==> config.mk <==
export PLATFORM = sky130hd
export DESIGN_NAME = nordstrom_checkout_ctrl
export DESIGN_NICKNAME = d
export VERILOG_FILES = /design/src/rtl/nordstrom_checkout_ctrl.sv
export SDC_FILE = /design/constraint.sdc
export NUM_CORES = 1
export LEC_CHECK = 0
export BUFFER_PORTS_ARGS = -buffer_cell sky130_fd_sc_hd__buf_2
export CORE_MARGIN = 3
export CORE_UTILIZATION = 35
export CTS_CLUSTER_DIAMETER = 120
export DETAILED_ROUTE_END_ITERATION = 10
export PLACE_DENSITY_LB_ADDON = 0.3
export SLEW_MARGIN = 25
export SYNTH_ARGS = -nofsm -noshare
export SYNTH_HDL_FRONTEND = slang
export SYNTH_SLANG_ARGS = --single-unit
==> constraint.sdc <==
create_clock -name clk -period 1.6 [get_ports clk]
set_input_delay 0.48 -clock clk [delete_from_list [all_inputs] [get_ports clk]]
set_output_delay 0.48 -clock clk [all_outputs]
set_load 0.01 [all_outputs]
==> src/rtl/nordstrom_checkout_ctrl.sv <==
// Checkout-lane sequencer: captures scan requests, drives the item detector and
// keeps per-transaction item/discount totals with a latched theft alarm.
module nordstrom_checkout_ctrl #(
  parameter int unsigned CNT_W     = 8,
  parameter int unsigned MAX_ITEMS = 15
) (
  input  logic             clk,
  input  logic             reset,
  input  logic             scan,
  input  logic [3:0]       item_code,
  input  logic             clear,
  output logic [3:0]       det_code,
  input  logic             det_discount,
  input  logic             det_stolen,
  output logic [CNT_W-1:0] item_count,
  output logic [CNT_W-1:0] disc_count,
  output logic             alarm,
  output logic             full,
  output logic             busy,
  output logic             done
);

  typedef enum logic [2:0] {
    StIdle,
    StCapture,
    StEval,
    StAlarm,
    StFull
  } state_e;

  localparam logic [CNT_W-1:0] MaxCount = CNT_W'(MAX_ITEMS);

  state_e           state_q, state_d;
  logic             scan_q;
  logic [3:0]       det_code_q, det_code_d;
  logic [CNT_W-1:0] item_q, item_d;
  logic [CNT_W-1:0] disc_q, disc_d;
  logic             done_q, done_d;
  logic             req;

  assign req = scan & ~scan_q;

  always_ff @(posedge clk or posedge reset) begin
    if (reset) begin
      state_q    <= StIdle;
      scan_q     <= 1'b1;  // scan held high through reset is not a request
      det_code_q <= '0;
      item_q     <= '0;
      disc_q     <= '0;
      done_q     <= 1'b0;
    end else begin
      state_q    <= state_d;
      scan_q     <= scan;
      det_code_q <= det_code_d;
      item_q     <= item_d;
      disc_q     <= disc_d;
      done_q     <= done_d;
    end
  end

  always_comb begin
    state_d    = state_q;
    det_code_d = det_code_q;
    item_d     = item_q;
    disc_d     = disc_q;
    done_d     = 1'b0;
    // clear outranks any request or evaluation result in the same cycle
    if (clear) begin
      state_d = StIdle;
      item_d  = '0;
      disc_d  = '0;
    end else begin
      unique case (state_q)
        StIdle: begin
          if (req) begin
            det_code_d = item_code;
            state_d    = StCapture;
          end
        end
        StCapture: state_d = StEval;
        StEval: begin
          if (det_stolen) begin
            state_d = StAlarm;
          end else begin
            item_d = item_q + CNT_W'(1);
            if (det_discount) disc_d = disc_q + CNT_W'(1);
            done_d  = 1'b1;
            state_d = (item_d == MaxCount) ? StFull : StIdle;
          end
        end
        StAlarm, StFull: state_d = state_q;
        default: state_d = StIdle;
      endcase
    end
  end

  assign det_code   = det_code_q;
  assign item_count = item_q;
  assign disc_count = disc_q;
  assign done       = done_q;
  assign alarm      = (state_q == StAlarm);
  assign full       = (state_q == StFull);
  assign busy       = (state_q == StCapture) || (state_q == StEval);

endmodule
==> reports/metrics.yaml, run 1 <==
pwr:
  p_per_area_mw_per_mm2: 667
  finalPower_w: 0.00112
  power.leakage_nw: 0.824
  ir_drop_v: 0.000301
floorplan:
  die_area_mm2: 0.00434
  row_count: 21
  core_area_mm2: 0.00339
  die_h_um: 65.9
  die_w_um: 65.9
  start_util: 0.370
  io_pins: 34
worst_setup_path:
  path_max_fanout: 3
  crit_start: "state_q[0]"
  crit_required_ns: 1.81
  cp-end-kind: "flip-flop"
  start_kind: "flip-flop"
  crit_type: "flip-flop to flip-flop"
  r2r_cells: 5
  rrSetupSlack_ns: -0.12
  critPathArrivalTime_ns: 1.94
  r2r-start: "state_q[0]"
  rr_endpoint: "disc_count[7]"
synthesis:
  synth.largest_area_cell: "dfrtp_1"
  yosys_register_bits: 25
  synth_cell_types: 36
  netlist_instances: 121
  synth_edf_count: 0
  ys.flop_type: "dfrtp_1"
  ys_warn_count: 0
  ys_seq_area_frac: 0.500
  ys_top_cells_by_area: "dfrtp_1, xor2_1, nor2_1, mux2_2, xnor2_1"
  synthArstFlopShare: 1.00
  syn_area_mm2: 0.00125
  avgSynthCellArea_um2: 10.4
  syn_nets: 134
  yosysTopAreaCellShare: 0.479
sta:
  worst_slack_ns: -0.123
  holdWs_ns: 0.187
  slew_violations: 0
  fmax_mhz: 580
  grt_setup_unrepaired: "yes"
  fin_worst_skew_ns: 0.00329
  fin_crit_sh: 1.08
  relSlewSlack: 0.748
  setup_violations: 11
  tightest_slew_ns: 0.373
  hold_viol_final: 0
  period_minus_slack_ns: 1.72
  tns_ns: -0.530
clocking:
  cts_tree: "done"
  cts_made_buffers: 3
  clkSinkCount: 25
  clk_latency_ns: 0.31
  cts_root_buf: "clkbuf_4"
  clk_pin_slew_worst_paths_ns: 0.13
  clockBufferDepth: 2
  h-tree-depth: 1
placement:
  place.gp.congestion: 0.736
  portBuffers: 33
  placed_area_mm2: 0.00152
  hpwl_mm: 1.95
job:
  maxCapViolations: 0
status:
  violations: "negative setup slack"
  run_status: "finished with violations"
hold_path:
  hold_class: "input port to async pin"
finish:
  seqCellArea_um2: 627
  syn2layout_area_growth_pct: 33.9
  fin_area_mm2: 0.00168
  nets: 182
  num_antenna_cells: 0
  multi_input_area_um2: 661
  drive_above_1_share: 0.429
  utilization: 0.495
  fillCellCount: 337
detailed_routing:
  detailroute.via_count: 1030
  antenna_left: 0
  routedWlPerCell_um: 13.5
  drtIter0Drc: 24
  dr.pass1.iters: 4
  vias_per_cell: 4.81
  drc: 0
  routed_wirelength_mm: 2.89
global_routing:
  grt_max_degree: 26
  grt-ovfl-total: 0
  antenna_found_initial: 0
  grt_pass1_wl_mm: 4.54
  grt_pass1_vias: 980
  grtUsageTotal: 0.139
==> flip-flops by register name, summed over array words and instances (netlist names) <==
register / count
disc_count: 8
item_count: 8
det_code: 4
state_q: 3
done: 1
scan_q: 1
==> worst max path at each step <==
| stage | to | slack (ns) | depth (start not counted) |
|---|---|---|---|
| global placement | disc_count[7] | -0.15 | 5 |
| global route | busy | -0.19 | 4 |
| detailed placement | disc_count[7] | -0.20 | 5 |
| floorplan | disc_count[7] | -0.02 | 4 |
| finish | disc_count[7] | -0.12 | 5 |
| CTS | disc_count[7] | -0.11 | 5 |
==> per-layer routing <==
layer,wire [um],GRT usage,up-vias,share of wire
li1,-,-,514,-
met1,1310,0.173,487,0.45
met2,1400,0.239,25,0.48
met3,148,0.0272,4,0.051
met4,27,0.0466,0,0.0093
met5,0,0,-,0
==> critical path: stages, from the launching register on <==
cell      delay, ns
dfrtp_1        0.44
buf_4          0.15
or4b_4         0.51
nor3_4         0.18
a311oi_1       0.13
a41o_1         0.22
==> Yosys cell counts, types with 2 or more instances <==
master	instances
xnor2_1	5
nand3_1	5
nand4_1	5
xor2_1	9
a21oi_1	4
inv_1	4
and3_1	2
nor2_1	18
o21ai_0	2
clkbuf_1	2
or3_1	2
ha_1	3
nand2_1	9
and2_1	3
dfrtp_1	24
mux2_2	4
==> cells by family (layout without fill, tap and decap cells) <==
group           after synthesis  after routing  synth area share
mux                           4              4            0.0359
simple gates                 54             54             0.240
fa+ha+maj                     3              3            0.0299
flops                        25             25             0.500
xor+xnor                     14             14            0.0978
compound gates               12             12            0.0619
buf+inv                       9             56            0.0349
==> layout make-up <==
class	count	share of cell area
Tap cell	46	0.0343
Multi-Input combinational cell	87	0.393
Sequential cell	25	0.373
Clock buffer	4	0.0156
Inverter	4	0.00894
Timing Repair Buffer	48	0.174
==> timing repair <==
item | CTS | global route
hold buffers | 0 | 0
pin swaps | 1 | 9
setup buffers | 4 | 1
gates cloned | 0 | 1
resized for setup | 8 | 14
setup endpoints to repair | 3 | 22
==> power breakdown <==
part / switching (W) / total [W] / internal (W)
logic: 0.0000854 / 0.000168 / 0.0000829
clock network: 0.000177 / 0.000274 / 0.0000974
registers: 0.0000159 / 0.000678 / 0.000662
==> placed cells by master, fill, tap and decap left out, types with 2 or more instances in the layout <==
cell      count
nand3_1       2
xnor2_1       4
xor2_1        9
nand4_1       5
buf_2        33
buf_6         4
and2_1        2
a21oi_1       3
nor2_1       17
nand3_2       3
inv_1         4
dfrtp_1      24
o21ai_0       2
mux2_2        4
buf_4        11
clkbuf_4      3
nand2_2       2
nand2_1       6
and3_1        2
ha_1          3
==> metrics by stage <==
stage,setup slack (ns),std cells
global placement,-0.149,204
global route,-0.188,214
detailed placement,-0.201,204
finish,-0.123,214
CTS,-0.114,212
floorplan,-0.0234,121
No activity file was read; power rests on OpenSTA's default activity.
==> run 2, diff against run 1 <==
CAP_MARGIN = 0   (was not set)
CORE_MARGIN = 1   (was 3)
CTS_BUF_LIST = sky130_fd_sc_hd__clkbuf_8 sky130_fd_sc_hd__clkbuf_16   (was not set)
==> reports/metrics.yaml, run 2 (synthesis gave the netlist of run 1 again) <==
status:
  run_status: "finished with violations"
  violations: "negative setup slack"
global_routing:
  grt-ovfl-total: 0
  grt_pass1_vias: 986
  antenna_found_initial: 0
  grtUsageTotal: 0.160
  grt_pass1_wl_mm: 4.44
  grt_max_degree: 26
sta:
  grt_setup_unrepaired: "yes"
  period_minus_slack_ns: 1.66
  fmax_mhz: 603
  fin_worst_skew_ns: 0.00342
  fin_crit_sh: 1.04
  tightest_slew_ns: 0.361
  slew_violations: 0
  worst_slack_ns: -0.0590
  relSlewSlack: 0.756
  tns_ns: -0.178
  setup_violations: 5
  hold_viol_final: 0
floorplan:
  die_h_um: 61.9
  row_count: 21
  io_pins: 34
  die_w_um: 61.9
  start_util: 0.370
  core_area_mm2: 0.00339
  die_area_mm2: 0.00383
clocking:
  cts_hold_buf: 0
  cts_made_buffers: 3
  clockBufferDepth: 2
  h-tree-depth: 1
  clk_latency_ns: 0.27
  cts_tree: "done"
  cts_root_buf: "clkbuf_8"
  clkSinkCount: 25
  clk_pin_slew_worst_paths_ns: 0.09
detailed_routing:
  drc: 0
  detailroute.via_count: 1048
  routedWlPerCell_um: 12.9
  antenna_left: 0
  drtIter0Drc: 23
  routed_wirelength_mm: 2.76
  dr.pass1.iters: 2
  vias_per_cell: 4.90
worst_setup_path:
  r2r-start: "state_q[1]"
  path_max_fanout: 4
  cp-end-kind: "flip-flop"
  crit_type: "flip-flop to flip-flop"
  start_kind: "flip-flop"
  crit_start: "state_q[1]"
  critPathArrivalTime_ns: 1.82
  crit_required_ns: 1.76
pwr:
  ir_drop_v: 0.000300
  power.leakage_nw: 0.824
  p_per_area_mw_per_mm2: 723
placement:
  portBuffers: 33
  place.gp.congestion: 0.774
  hpwl_mm: 1.97
  dp_cells: 206
finish:
  drive_above_1_share: 0.393
  stdcell_count: 214
  fillCellCount: 333
  final_common_cell: "buf_2"
  num_antenna_cells: 0
  syn2layout_area_growth_pct: 32.7
  utilization: 0.491
  mostFrequentLayoutCells: "buf_2, dfrtp_1, nor2_1"
  nets: 182
hold_path:
  hold_class: "input port to async pin"
job:
  maxCapViolations: 0
[run 2: cell types whose count changed in the layout (fill, tap and decap cells not counted), moves of 2 or more]
cell / change
clkbuf_4: -3
clkbuf_8: +3
nand2_1: +3
nand2_2: -2
[run 2: final cells by class]
type                    instances  area, um^2  share of cell area
flip-flops and latches         25         627               0.377
multi-input cells              87         627               0.377
repair buffers                 48         293               0.176
well taps                      46        57.6              0.0346
clock buffers                   3        41.3              0.0248
inverters                       4        15.0             0.00902
clock inverters                 1        3.75             0.00226
[run 2: through the flow]
| stage | hold WS [ns] | setup slack (ns) | power, W | instance area (um^2) |
|---|---|---|---|---|
| after detailed placement | 0.492 | -0.149 | 0.000835 | 1530 |
| after global routing | 0.279 | -0.152 | 0.00127 | 1660 |
| after global placement | 0.485 | -0.114 | 0.000831 | 1530 |
| final | 0.239 | -0.0590 | 0.00120 | 1660 |
| after floorplan | 0.484 | -0.0234 | 0.000770 | 1250 |
| after CTS | 0.253 | -0.0485 | 0.00121 | 1610 |
[run 2: layer usage]
metal	wire length, um	global-route usage	up-vias
met3	109	0.0311	4
met4	35	0.0635	0
met1	1240	0.188	505
met2	1370	0.289	28
li1	-	-	511
met5	0	0	-
[run 2: path summary, 6_finish.rpt]
kind,to,slack [ns],cells past startpoint
setup / recovery,disc_count[7],-0.06,5
hold / removal,item_count[7],0.24,3
setup reg to reg,disc_count[7],-0.06,5
hold reg to reg,det_code[3],0.51,1
max in group asynchronous,scan_q,1.07,3
min in group clk,scan_q,0.31,1
[run 2: repair_timing]
item | CTS | global route
resized for setup | 2 | 10
setup endpoints to repair | 3 | 12
pin swaps | 0 | 4
setup buffers | 3 | 2
[run 2: critical path: stages (launching register included)]
cell and delay [ns]:
dfrtp_1 0.42, buf_4 0.14, or4b_4 0.49, nor3_4 0.16, a311oi_1 0.12, a41o_1 0.22
[run 2: where the power goes]
part | internal [W] | switching (W)
clock network | 0.000172 | 0.000198
logic | 0.0000761 | 0.0000779
registers | 0.000662 | 0.0000173
